[src/rtl/svc_test_sched.sv]
// ============================================================================
// svc_test_sched
//
// Hardware test-case scheduler. Runs NUM_TESTS directed test cases one at a
// time against a shared harness. For each case it optionally performs a setup
// handshake, issues a one-cycle start pulse, waits for done/pass under a
// watchdog, and tallies the result. A suite is launched by 'run' while idle.
//
// Optional feature macro: SVC_TEST_SCHED_ABORT_EN
//   defined   : the first failing or timed-out case ends the suite early and
//               test_idx keeps the index of that failing case
//   undefined : every case runs, failures are only tallied
//
// Ports:
//   clk           clock
//   rst_n         synchronous reset, active-low
//   run           start a suite (sampled only while idle)
//   setup_mask    bit i set: case i needs a setup handshake (latched at run)
//   setup_valid   setup request for test_idx
//   setup_ready   setup complete; handshake on setup_valid && setup_ready
//   test_idx      index of the current case
//   test_start    one-cycle pulse launching case test_idx
//   test_done     case finished (honoured only while waiting)
//   test_pass     case result, sampled together with test_done
//   busy          high while a suite is in progress, through suite_done
//   suite_done    one-cycle pulse after the last case is tallied
//   pass_cnt      cases passed in this suite
//   fail_cnt      cases failed in this suite, including timeouts
//   timeout_seen  sticky flag: some case of this suite timed out
// ============================================================================
module svc_test_sched #(
    parameter int NUM_TESTS = 8,
    parameter int TIMEOUT   = 1024,
    parameter int IDX_W     = $clog2(NUM_TESTS) + ((NUM_TESTS == 1) ? 1 : 0),
    parameter int CNT_W     = IDX_W + 1
) (
    input  logic                 clk,
    input  logic                 rst_n,
    input  logic                 run,
    input  logic [NUM_TESTS-1:0] setup_mask,
    output logic                 setup_valid,
    input  logic                 setup_ready,
    output logic [IDX_W-1:0]     test_idx,
    output logic                 test_start,
    input  logic                 test_done,
    input  logic                 test_pass,
    output logic                 busy,
    output logic                 suite_done,
    output logic [CNT_W-1:0]     pass_cnt,
    output logic [CNT_W-1:0]     fail_cnt,
    output logic                 timeout_seen
);

    localparam int               TMR_W    = $clog2(TIMEOUT);
    localparam logic [TMR_W-1:0] TMR_LAST = TMR_W'(TIMEOUT - 1);
    localparam logic [IDX_W-1:0] IDX_LAST = IDX_W'(NUM_TESTS - 1);

    typedef enum logic [2:0] {
        S_IDLE,
        S_SETUP,
        S_START,
        S_WAIT,
        S_NEXT,
        S_DONE
    } state_t;

    state_t               state;
    state_t               state_nxt;
    logic [NUM_TESTS-1:0] mask_q;
    logic [TMR_W-1:0]     timer;
    logic [IDX_W-1:0]     idx_inc;
    logic                 last_case;

    assign idx_inc = test_idx + IDX_W'(1);

`ifdef SVC_TEST_SCHED_ABORT_EN
    // Remembers whether the case just finished failed, so NEXT can end the
    // suite early without waiting for the registered counters.
    logic case_failed;

    always_ff @(posedge clk) begin
        if (!rst_n) begin
            case_failed <= 1'b0;
        end else if (state == S_START) begin
            case_failed <= 1'b0;
        end else if (state == S_WAIT) begin
            if ((test_done && !test_pass) || (!test_done && timer == TMR_LAST)) begin
                case_failed <= 1'b1;
            end
        end
    end

    assign last_case = (test_idx == IDX_LAST) || case_failed;
`else
    assign last_case = (test_idx == IDX_LAST);
`endif

    // Next-state and strobe outputs; all strobes derive from the current state.
    always_comb begin
        state_nxt   = state;
        setup_valid = 1'b0;
        test_start  = 1'b0;
        suite_done  = 1'b0;
        busy        = (state != S_IDLE);
        case (state)
            S_IDLE: begin
                if (run) begin
                    state_nxt = setup_mask[0] ? S_SETUP : S_START;
                end
            end
            S_SETUP: begin
                setup_valid = 1'b1;
                if (setup_ready) begin
                    state_nxt = S_START;
                end
            end
            S_START: begin
                test_start = 1'b1;
                state_nxt  = S_WAIT;
            end
            S_WAIT: begin
                // A done arriving in the expiry cycle takes priority over timeout.
                if (test_done || timer == TMR_LAST) begin
                    state_nxt = S_NEXT;
                end
            end
            S_NEXT: begin
                if (last_case) begin
                    state_nxt = S_DONE;
                end else begin
                    state_nxt = mask_q[idx_inc] ? S_SETUP : S_START;
                end
            end
            S_DONE: begin
                suite_done = 1'b1;
                state_nxt  = S_IDLE;
            end
            default: state_nxt = S_IDLE;
        endcase
    end

    // State register plus the datapath: mask latch, case index, watchdog timer
    // and result tallies. Tallies hold after the suite until the next run.
    always_ff @(posedge clk) begin
        if (!rst_n) begin
            state        <= S_IDLE;
            mask_q       <= '0;
            test_idx     <= '0;
            timer        <= '0;
            pass_cnt     <= '0;
            fail_cnt     <= '0;
            timeout_seen <= 1'b0;
        end else begin
            state <= state_nxt;
            case (state)
                S_IDLE: begin
                    if (run) begin
                        mask_q       <= setup_mask;
                        test_idx     <= '0;
                        pass_cnt     <= '0;
                        fail_cnt     <= '0;
                        timeout_seen <= 1'b0;
                    end
                end
                S_START: begin
                    timer <= '0;
                end
                S_WAIT: begin
                    timer <= timer + TMR_W'(1);
                    if (test_done) begin
                        if (test_pass) begin
                            pass_cnt <= pass_cnt + CNT_W'(1);
                        end else begin
                            fail_cnt <= fail_cnt + CNT_W'(1);
                        end
                    end else if (timer == TMR_LAST) begin
                        fail_cnt     <= fail_cnt + CNT_W'(1);
                        timeout_seen <= 1'b1;
                    end
                end
                S_NEXT: begin
                    if (!last_case) begin
                        test_idx <= idx_inc;
                    end
                end
                default: ;
            endcase
        end
    end

endmodule

[config.mk]
export PLATFORM = sky130hd
export DESIGN_NAME = svc_test_sched
export DESIGN_NICKNAME = d
export VERILOG_FILES = /design/src/rtl/svc_test_sched.sv
export SDC_FILE = /design/constraint.sdc
export NUM_CORES = 1
export LEC_CHECK = 0
export BUFFER_PORTS_ARGS = -buffer_cell sky130_fd_sc_hd__buf_4
export CORE_UTILIZATION = 55
export DETAILED_ROUTE_END_ITERATION = 16
export PLACE_DENSITY = 0.78
export SETUP_SLACK_MARGIN = 0.3
export SLEW_MARGIN = 20
export SYNTH_ARGS = -nofsm -noshare
export SYNTH_HDL_FRONTEND = slang
export SYNTH_SLANG_ARGS = --single-unit
[constraint.sdc]
create_clock -name clk -period 3 [get_ports clk]
set_input_delay 0.15 -clock clk [delete_from_list [all_inputs] [get_ports clk]]
set_output_delay 0.15 -clock clk [all_outputs]
set_load 0.05 [all_outputs]
* Word-level counts from Yosys, hierarchy flattened
Cells that the tools add are included.
Operators by class: $add $sub $neg 4, magnitude comparators 1, eq/ne operators 17, muxes and demuxes 28, reduce and logical (&&, ||, !) cells 12
Operators by type and width (count):
- $mux 4 | 6
- $pmux 10 s2 | 1
- $mux 3 | 6
- $ne 2x2->1 const B | 8
- $pmux 4 s2 | 2
- $pmux 3 s5 | 1
- $reduce_and 4->1 | 3
- $add 10x1->10 const B | 1
- $eq 10x10->1 const B | 1
- $eq 3x3->1 const B | 3
- $add 4x1->4 const B | 2
- $mux 1 | 7
- $eq 3x2->1 const B | 2
- $ne 3x3->1 const B | 2
- $pmux 3 s2 | 1
- $reduce_and 3->1 | 2
- $reduce_bool 2->1 | 3
- $lt 3x4->1 const B | 1
- $mux 2 | 2
- $add 3x1->3 const B | 1
- $bmux 1 s3 | 1
- $eq 3x1->1 const B | 1
- $logic_not 3->1 | 1
- $reduce_bool 3->1 | 1
- 3 further kinds | 3
Storage, ports and cells: flip-flop bits (word level) 33, bits of input ports 14, word-level logic and storage cells 69

* Logic depth before layout (Yosys ltp)
Gate-level depths: netlist of run 1.
depth in word-level cells 6, depth in mapped cells 6, gate-level depth less buffers 6

* Worst setup path before layout of run 1
No wires, ideal clock.
path type register -> register, start register state[1], end register state[0], setup time 0.059 ns, data arrival time 2.311 ns, required time 2.941 ns, setup slack 0.630 ns, stages on the path, launching flop included 6, path buffers 2, cell sequence dfxtp_1 -> buf_2 -> buf_4 -> nor3b_1 -> a221o_1 -> o211a_1
Between the ends: longest elaborated chain between the ends 3, elaborated cells on any way between the ends 10, classes of those cells 7 x eq/ne; 1 x mux; 2 x reduce/logical
Ends and longest elaborated chain:
- from (decl) | line 67 | state_t state;
- from (signal assigned) | line 154 | state <= state_nxt;
- $eq 3x2->1 (tied with other cells) | line 105 | case (state)
- $ne 2x2->1 (no source line)
- $reduce_and 3->1 (no source line)
Parallel ways exist; a longest one is shown, timed or not. A chain may end at the register's enable or synchronous reset.

* Final worst setup path of run 1
start register state[0], end register pass_cnt[0]
Between the ends: longest elaborated chain between the ends 3, elaborated cells on any way between the ends 8, classes of those cells 4 x eq/ne; 1 x mux; 3 x reduce/logical
Ends and longest elaborated chain:
- $eq 3x2->1 or $logic_not 3->1 (tied branches) | line 155 | case (state)
- $ne 2x2->1 (no source line) or $reduce_bool 2->1 (tied branches)
- $reduce_and 4->1 (no source line)
- to (signal assigned) | line 172 | pass_cnt <= pass_cnt + CNT_W'(1);
- to (decl) | line 49 | output logic [CNT_W-1:0] pass_cnt,
Parallel ways exist; a longest one is shown, timed or not.

==> results of run 1 <==
[where the power goes]
| part | switching [uW] | internal [uW] | total, uW | leakage [uW] |
|---|---|---|---|---|
| sequential | 31.0 | 456 | 487 | 0.000268 |
| combinational | 116 | 74.3 | 191 | 0.000503 |
| clock | 160 | 199 | 359 | 0.0000455 |
[worst max-delay path: stages, from the launching register on]
cell and delay [ns]:
sky130_fd_sc_hd__dfxtp_1 0.73, sky130_fd_sc_hd__nand3b_1 0.35, sky130_fd_sc_hd__o22ai_1 0.41, sky130_fd_sc_hd__mux2i_1 0.29, sky130_fd_sc_hd__nor2_1 0.05
[placed cells by master (no fill, tap or decap), drive strengths merged, types with 4 or more instances in the layout]
cell type / instances
mux2i: 7
o21ai: 8
buf: 30
inv: 5
clkbuf: 7
a21oi: 18
nor4: 5
nand3: 7
ha: 5
nand2: 35
dfxtp: 33
nand4b: 4
nor2: 18
nor3: 5
[layer usage]
metal	wire length, um	GRT usage (%)	share of wire [%]
met1	1827	32.08	45
met2	1989	42.38	49
met3	189	6.332	4.7
met4	42	7.823	1.0
met5	0	0	0
[final cells by class]
type                            instances  area (um^2)  share of cell area, %
Clock inverter                          1        30.03                  1.416
Sequential cell                        33        660.6                  31.15
Tap cell                               44        55.05                  2.596
Inverter                                5        18.77                 0.8850
Multi-Input combinational cell        164         1076                  50.74
Timing Repair Buffer                   30        225.2                  10.62
Clock buffer                            7        55.05                  2.596
[metrics by stage]
step	std cells	utilization [%]	hold slack, ns	area (um^2)	setup slack, ns
after floorplan	215	-	0.2860	1815	0.6300
after global placement	276	65.60	0.3971	2036	1.175
after detailed placement	276	65.60	0.4062	2036	1.110
after CTS	284	68.35	0.03644	2121	1.082
after global routing	284	68.35	0.03376	2121	0.8743
final	284	68.35	0.03905	2121	1.039
[kinds of logic (layout without fill, tap and decap cells)]
group                    after synthesis  count (layout)  synth area share [%]
multiplexers                           8               8                 5.100
AND/OR/NAND/NOR                       96              96                 29.01
AO/OA/AOI/OAI                         50              50                 19.30
adder cells (fa/ha/maj)                5               5                 3.446
buffers and inverters                 18              43                 4.342
XOR/XNOR                               5               5                 2.413
flip-flops                            33              33                 36.39
[state kept, by name, indices dropped and copies added, names as in the netlist]
name	count
mask_q	8
state	3
pass_cnt	4
test_idx	3
timer	10
timeout_seen	1
fail_cnt	4
[cell usage after synthesis, types with 2 or more instances]
cell type | number | share of area (%)
sky130_fd_sc_hd__o31a_1 | 3 | 1.4
sky130_fd_sc_hd__nor4_1 | 5 | 1.7
sky130_fd_sc_hd__buf_2 | 6 | 1.7
sky130_fd_sc_hd__nor2_1 | 18 | 3.7
sky130_fd_sc_hd__nand4_1 | 2 | 0.69
sky130_fd_sc_hd__clkbuf_1 | 6 | 1.2
sky130_fd_sc_hd__inv_1 | 5 | 1.0
sky130_fd_sc_hd__nor2b_1 | 2 | 0.69
sky130_fd_sc_hd__nand3_1 | 7 | 1.9
sky130_fd_sc_hd__a22oi_1 | 3 | 1.2
sky130_fd_sc_hd__nor3_1 | 5 | 1.4
sky130_fd_sc_hd__a21oi_1 | 18 | 5.0
sky130_fd_sc_hd__nand2_1 | 35 | 7.2
sky130_fd_sc_hd__o21ai_0 | 8 | 2.2
sky130_fd_sc_hd__o221ai_1 | 2 | 0.97
sky130_fd_sc_hd__a31oi_1 | 2 | 0.69
sky130_fd_sc_hd__ha_1 | 5 | 3.4
sky130_fd_sc_hd__o21a_1 | 3 | 1.2
sky130_fd_sc_hd__nor4b_2 | 3 | 2.5
sky130_fd_sc_hd__nand4b_1 | 4 | 1.9
sky130_fd_sc_hd__mux2i_1 | 7 | 3.9
sky130_fd_sc_hd__nand2b_1 | 3 | 1.0
sky130_fd_sc_hd__xor2_1 | 2 | 0.97
sky130_fd_sc_hd__nand3b_1 | 2 | 0.83
sky130_fd_sc_hd__dfxtp_1 | 33 | 36
sky130_fd_sc_hd__nor3b_1 | 2 | 0.83
sky130_fd_sc_hd__xnor2_1 | 3 | 1.4
[final timing paths]
kind	end	slack [ns]
worst min register to register	mask_q[3]	0.46
worst max-delay path	pass_cnt[0]	1.04
worst max register to register	pass_cnt[0]	1.04
worst min-delay path	mask_q[3]	0.04
==> results summary, run 1 <==
The root buffer selected by CTS is sky130_fd_sc_hd__clkbuf_4. The worst min-delay path startpoint is setup_mask[3]. The sum of negative setup slack is 0 ns. The number of buffers added by the clock tree synthesis step is 5. The worst register-to-register path has a depth of 4.

Each instance of the synthesized netlist takes up on average 8.444 um^2. TritonCTS built the clock tree. The power per unit of standard cell area came out at 488.5 nW/um^2. For the worst setup path, the data required time is 3.22 ns.

The worst setup path is captured at a flip-flop. The number of setup buffers added after CTS came out at 0. The normalized max-slew margin came out at 54.70%. The depth of the worst hold-timing path is 3. After technology mapping, the gate count stands at 215. The detailed placer's ending HPWL came out at 2876 um. The die area is 3535 um^2. The placer congestion estimate came out at 0.8445.

The clock-pin slew on the worst setup and hold paths came out at 0.11 ns. Tracing the worst setup path back leads to its startpoint at state[0]. The number of hold violations in the final report came out at 0. Entering global routing, the biggest net connects 22 pins. Overall power consumption after layout is estimated at 1036 uW. The die is 59.46 um wide. The number of hold buffers added after CTS was 0.

The fraction of layout instances using a drive strength above 1 is 20.00%. The distinct cell type count of the synthesized netlist came out at 48. The cell leakage power is 0.0008160 uW. After floorplanning, the core was sized to cover 3103 um^2. For this block, the via count after detailed routing is 1705. The most used flip-flop cell after synthesis is sky130_fd_sc_hd__dfxtp_1.

The largest buffer count on any clock path is 2. The clock latency on the worst-skew pair is 0.35 ns. The fmax came out at 0.5101 GHz.

The number of enable flip-flop cells after synthesis came out at 0. The aggregate routed wire length is 4049 um. The max-slew violation count came to 0.

The transition at the pin with the smallest max-transition slack is 0.6787 ns. Counting the fill cells in the layout gives 269. The initial cell density of the core came out at 58.51%. The number of top-level pins came out at 30. The maximum vdd drop came out at 0.2439 mV.

The detailed router's first-iteration violation count is 129. Counting flops and latches in the post-synthesis netlist gives 33. The number of core rows is 20.

The run finished with clean final reports. Dividing the final minimum period by the clock period gives 65.35%. The first TritonRoute pass finished after 4 iterations. Yosys printed 0 warnings. The initial antenna violation count was 0.

Of the synthesized area, sequential elements account for 36.39%. The height of the die came out at 59.46 um. The kind of start point of the critical path is a flip-flop. The post-detailed-route count of antenna-violating nets came out at 0. The first global-routing pass estimated 6810 um of wire.

Setup repair after global routing left no endpoint under its margin. The post-detailed-route DRC marker count came out at 0. The tightest min-delay check is of the input port to flip-flop type.

The startpoint identified for the worst register-to-register timing path is state[0]. The final critical delay including setup and external delays is 1.961 ns. The depth of the CTS H-tree came out at 2. The clock sink count is 33. The overall global routing resource usage is 25.41%. The highest net fanout along the worst path is 20. The via count of the first global-routing pass was 1521. In the routed layout, each cell is associated on average with a via count of 6.004. Between clock sinks in the finished design, the worst skew comes to 0.01120 ns. The async set-reset flop share out of synthesis came out at 0%. When the netlist entered floorplanning its net count stood at 234. The number of violations of the max-capacitance limit is 0. The area of the mapped netlist is 1815 um^2.

The final global-route overflow total came out at 0. For the worst setup path, the data arrival time is 2.18 ns. The number of nets in the layout came out at 258. The number of buffers added on ports is 29. The post-CTS resize count is 0. The average detailed-routed wire length per instance is 14.26 um. Compared with the post-synthesis result, the final layout area differs by 16.82%. The final antenna diode count is 0. The critical path is of the flip-flop to flip-flop type. The number of setup violations in the final report is 0.
(Power assumes the default switching activity.)
==> run 2: changes to the inputs <==
Settings changed: ABC_AREA set to 1.
Clock period 3 ns to 1.9 ns, I/O delays scaled along.
==> run 2 against run 1 <==
Against the previous run:
- cell count up 12%
- hold slack got worse by 0.028 ns
- count of clock-buffer cells in the layout fell by 1
- utilization rose by 1.1 points
- maximum frequency rose by 30%
- sequential power increased by 70%
- clock skew fell by 0.0059 ns
- via count decreased by 4.7%
- sequential share of layout area increased by 0.56 points
- global-route usage is 1.5 points lower
- combinational power increased to 4.5 times the previous value
- routed wire length down 10%
- largest power group is now combinational logic
==> results summary, run 2 <==
The max-slew violation count is 0 (unchanged). The reg-to-reg critical path startpoint is test_idx[0] (was state[0]). The area added between synthesis and finish was 20.50% (was 16.82%). The CTS tree is yes (unchanged).

The highest net fanout along the worst path came out at 7 (was 20). The clock sink count came out at 33 (unchanged). The area of the mapped netlist came out at 1745 um^2 (was 1815 um^2). The fmax was 0.6630 GHz (was 0.5101 GHz).

RSZ-0062 raised after global routing: false (unchanged). The depth of the worst register-to-register path is 8 (was 4). The final critical delay including setup and external delays is 1.508 ns (was 1.961 ns). The largest buffer count on any clock path came out at 2 (unchanged). The transition at the pin with the smallest max-transition slack is 0.6945 ns (was 0.6787 ns). The overall global routing resource usage was 23.93% (was 25.41%). The normalized max-slew margin came out at 53.65% (was 54.70%). The async set-reset flop share out of synthesis came out at 0% (unchanged). The root buffer selected by CTS is sky130_fd_sc_hd__clkbuf_4 (unchanged). The end of the worst hold path was mask_q[5] (was mask_q[3]).

Cell types with the largest area share after synthesis: sky130_fd_sc_hd__dfxtp_1, sky130_fd_sc_hd__nand2_1, sky130_fd_sc_hd__a21oi_1 (unchanged). The post-detailed-route count of antenna-violating nets is 0 (unchanged). Biggest registers after layout: timer (10), mask_q (8) (unchanged). The post-synthesis sequential area ratio is 37.85% (was 36.39%).

The number of hold violations in the final report came out at 0 (unchanged). The worst min-delay path startpoint is setup_mask[5] (was setup_mask[3]). The initial antenna violation count is 0 (unchanged). The aggregate routed wire length came to 3633 um (was 4049 um).

The via count of the first global-routing pass is 1413 (was 1521). The number of nets in the layout is 292 (was 258). The ratio of final minimum period to clock period came to 79.38% (was 65.35%). The detailed placer's ending HPWL came to 2637 um (was 2876 um). The final antenna diode count is 0 (unchanged). The largest stage delay on the critical path was 0.37 ns (was 0.73 ns). The placer congestion estimate came out at 0.8337 (was 0.8445). The synthesized net count came out at 259 (was 234). The depth of the CTS H-tree came to 2 (unchanged). The area share of the largest cell type after synthesis came out at 37.85% (was 36.39%). The distinct cell type count of the synthesized netlist came out at 31 (was 48). The synthesized area per cell came out at 7.273 um^2 (was 8.444 um^2).

The post-route worst setup slack was 0.3917 ns (was 1.039 ns). The detailed-route via count came out at 1625 (was 1705). The sum of negative setup slack is 0 ns (unchanged). The length of the first detailed-routing pass in iterations is 4 (unchanged). The detail-routed via count per cell came out at 5.110 (was 6.004). The maximum number of pins on one net before global-route repair came out at 22 (unchanged). The placeable core region was 3028 um^2 (was 3103 um^2).

The pre-CTS setup slack is 0.3878 ns (was 1.110 ns). The most frequent cell after synthesis is sky130_fd_sc_hd__nand2_1 (unchanged). The clock-pin slew on the worst setup and hold paths is 0.10 ns (was 0.11 ns). The post-detailed-route DRC marker count came out at 0 (unchanged). The final global-route overflow total is 0 (unchanged). The overall power after layout is 2067 uW (was 1036 uW).

The most frequent standard cell in the layout excluding fill and tap cells was sky130_fd_sc_hd__nand2_1 (unchanged). The final clock skew is 0.005320 ns (was 0.01120 ns). The fraction of layout instances using a drive strength above 1 came to 27.37% (was 20.00%). The cell area after layout is 2103 um^2 (was 2121 um^2). The setup slack of the worst register-to-register path is 0.39 ns (was 1.04 ns). The start-to-end type of the worst setup path is flip-flop to flip-flop (unchanged).

The slowest cell on the critical path is sky130_fd_sc_hd__dfxtp_2 (was sky130_fd_sc_hd__dfxtp_1). The height of the die is 58.34 um (was 59.46 um). The number of buffers added by the clock tree synthesis step came out at 5 (unchanged). Cells along the critical path: ha_1, ha_1, nand3b_1, nand3_1, nand2_1, nand2_1, nand2_1, a21oi_2 (was nand3b_1, o22ai_1, mux2i_1, nor2_1).

The most flop-heavy register is timer (unchanged). The number of warnings printed during yosys synthesis is 0 (unchanged). The number of buffers added on ports is 29 (unchanged). The number of top-level pins is 30 (unchanged).

The endpoint of the most critical register-to-register path is state[0] (was pass_cnt[0]). The number of setup violations in the final report came out at 0 (unchanged). Run status: completed (unchanged). The number of fillers in the final layout is 251 (was 269). The cell area after placement is 1996 um^2 (was 2036 um^2). The gate family responsible for the most delay along the worst path is adder cells (was flip-flops). The critical path buffer and inverter count came out at 0 (unchanged). The data arrival time at the worst-slack endpoint came out at 1.78 ns (was 2.18 ns). The flip-flop count of the largest register, all copies and words added is 10 (unchanged). The number of core rows came to 20 (unchanged).

The depth of the worst hold-timing path came out at 3 (unchanged). The number of violations of the max-capacitance limit came to 0 (unchanged). The most numerous cell type found on the critical path is sky130_fd_sc_hd__nand2_1. The average detailed-routed wire length per instance came out at 11.42 um (was 14.26 um). The worst hold-check path type is input port to flip-flop (unchanged). The worst path required time came out at 2.17 ns (was 3.22 ns). Most frequent cells in the layout: sky130_fd_sc_hd__nand2_1, sky130_fd_sc_hd__buf_4, sky130_fd_sc_hd__dfxtp_1 (was sky130_fd_sc_hd__nand2_1, sky130_fd_sc_hd__dfxtp_1, sky130_fd_sc_hd__buf_4). The die area is 3403 um^2 (was 3535 um^2). The power per unit of standard cell area was 982.8 nW/um^2 (was 488.5 nW/um^2).

The number of enable flip-flop cells after synthesis came out at 0 (unchanged). The category of the worst setup path capture point is a flip-flop (unchanged). The first-pass GRT wire length came out at 6175 um (was 6810 um).

The post-route non-filler standard cell count is 318 (was 284). The maximum vdd drop is 0.5995 mV (was 0.2439 mV). The post-synthesis sequential element count is 33 (unchanged). The kind of start point of the critical path is a flip-flop (unchanged).

The number of cells after detailed placement came out at 307 (was 276). The detailed router's first-iteration violation count came out at 61 (was 129). The initial cell density of the core is 57.64% (was 58.51%). The gate count of the mapped netlist was 240 (was 215). The post-synthesis cell type with the largest combined area is sky130_fd_sc_hd__dfxtp_1 (unchanged). The clock latency on the worst-skew pair was 0.33 ns (was 0.35 ns). The die outline width came out at 58.34 um (was 59.46 um). The cell leakage power came out at 0.0008494 uW (was 0.0008160 uW). Most common library cells after synthesis: sky130_fd_sc_hd__nand2_1, sky130_fd_sc_hd__dfxtp_1, sky130_fd_sc_hd__a21oi_1 (was sky130_fd_sc_hd__nand2_1, sky130_fd_sc_hd__dfxtp_1, sky130_fd_sc_hd__a21oi_1, sky130_fd_sc_hd__nor2_1, sky130_fd_sc_hd__o21ai_0). The most used flip-flop cell after synthesis was sky130_fd_sc_hd__dfxtp_1 (unchanged).
## run 2: cell count changes in the layout (fill, tap and decap cells not counted), moves of 6 or more
cell,change
sky130_fd_sc_hd__mux2i_1,-7
sky130_fd_sc_hd__nand2_1,+18
sky130_fd_sc_hd__inv_1,+17
sky130_fd_sc_hd__nand3_1,+7
sky130_fd_sc_hd__a21oi_1,+7
sky130_fd_sc_hd__inv_2,+6
## run 2: area by class of cell
cell class	instances	area (um^2)	area share, %
Sequential cell	33	666.9	31.71
Timing Repair Buffer	32	257.7	12.25
Inverter	30	117.6	5.592
Clock inverter	2	10.01	0.4759
Multi-Input combinational cell	171	954.7	45.39
Tap cell	44	55.05	2.617
Clock buffer	6	41.29	1.963
## run 2: cells by family (layout without fill, tap and decap cells)
family / count (synthesis) / in the layout / share of synthesized area (%)
simple gates: 116 / 116 / 33.05
compound gates: 47 / 47 / 15.56
buf+inv: 36 / 70 / 8.459
flops: 33 / 33 / 37.85
fa+ha+maj: 5 / 5 / 3.584
xor+xnor: 3 / 3 / 1.506
## run 2: how the worst max path moves through the flow
stage                             end   startpoint  depth (start not counted)
after global placement    fail_cnt[1]     state[2]                          9
after global routing      test_idx[2]     state[1]                          9
final                        state[0]  test_idx[0]                          8
after CTS                 fail_cnt[2]     state[2]                          9
after floorplan              state[1]     state[2]                          7
after detailed placement  fail_cnt[1]     state[2]                          9
## run 2: timing repair
action | 4_1_cts | 5_1_grt
hold buffers | 2 | 0
endpoints found under the hold margin | 2 | 0
setup buffers | 0 | 1
setup endpoints to repair | 0 | 8
resized for setup | 0 | 8
## run 2: report_power, final
group          switching, uW  total, uW  internal, uW  leakage [uW]
sequential              65.5        829           763      0.000270
combinational            580        856           276      0.000547
clock                    241        382           141     0.0000320
## run 2: layer usage
layer	GRT usage, %	vias up	share of wire, %
met5	0	-	0
met2	36.95	50	44
met3	7.253	7	5.8
li1	-	856	-
met4	8.163	0	1.5
met1	31.99	712	49
## run 2: per-stage QoR
stage               util (%)  hold slack [ns]
floorplan                  -           0.2385
global placement       65.91           0.3484
detailed placement     65.91           0.3595
CTS                    68.26         0.001743
global route           69.46        0.0006245
finish                 69.46          0.01154
## run 2: worst register-to-register path, cell delays in order, from the launching register on
cell and delay, ns:
sky130_fd_sc_hd__dfxtp_2 0.37, sky130_fd_sc_hd__ha_1 0.20, sky130_fd_sc_hd__ha_1 0.31, sky130_fd_sc_hd__nand3b_1 0.19
sky130_fd_sc_hd__nand3_1 0.08, sky130_fd_sc_hd__nand2_1 0.05, sky130_fd_sc_hd__nand2_1 0.07, sky130_fd_sc_hd__nand2_1 0.06
sky130_fd_sc_hd__a21oi_2 0.10
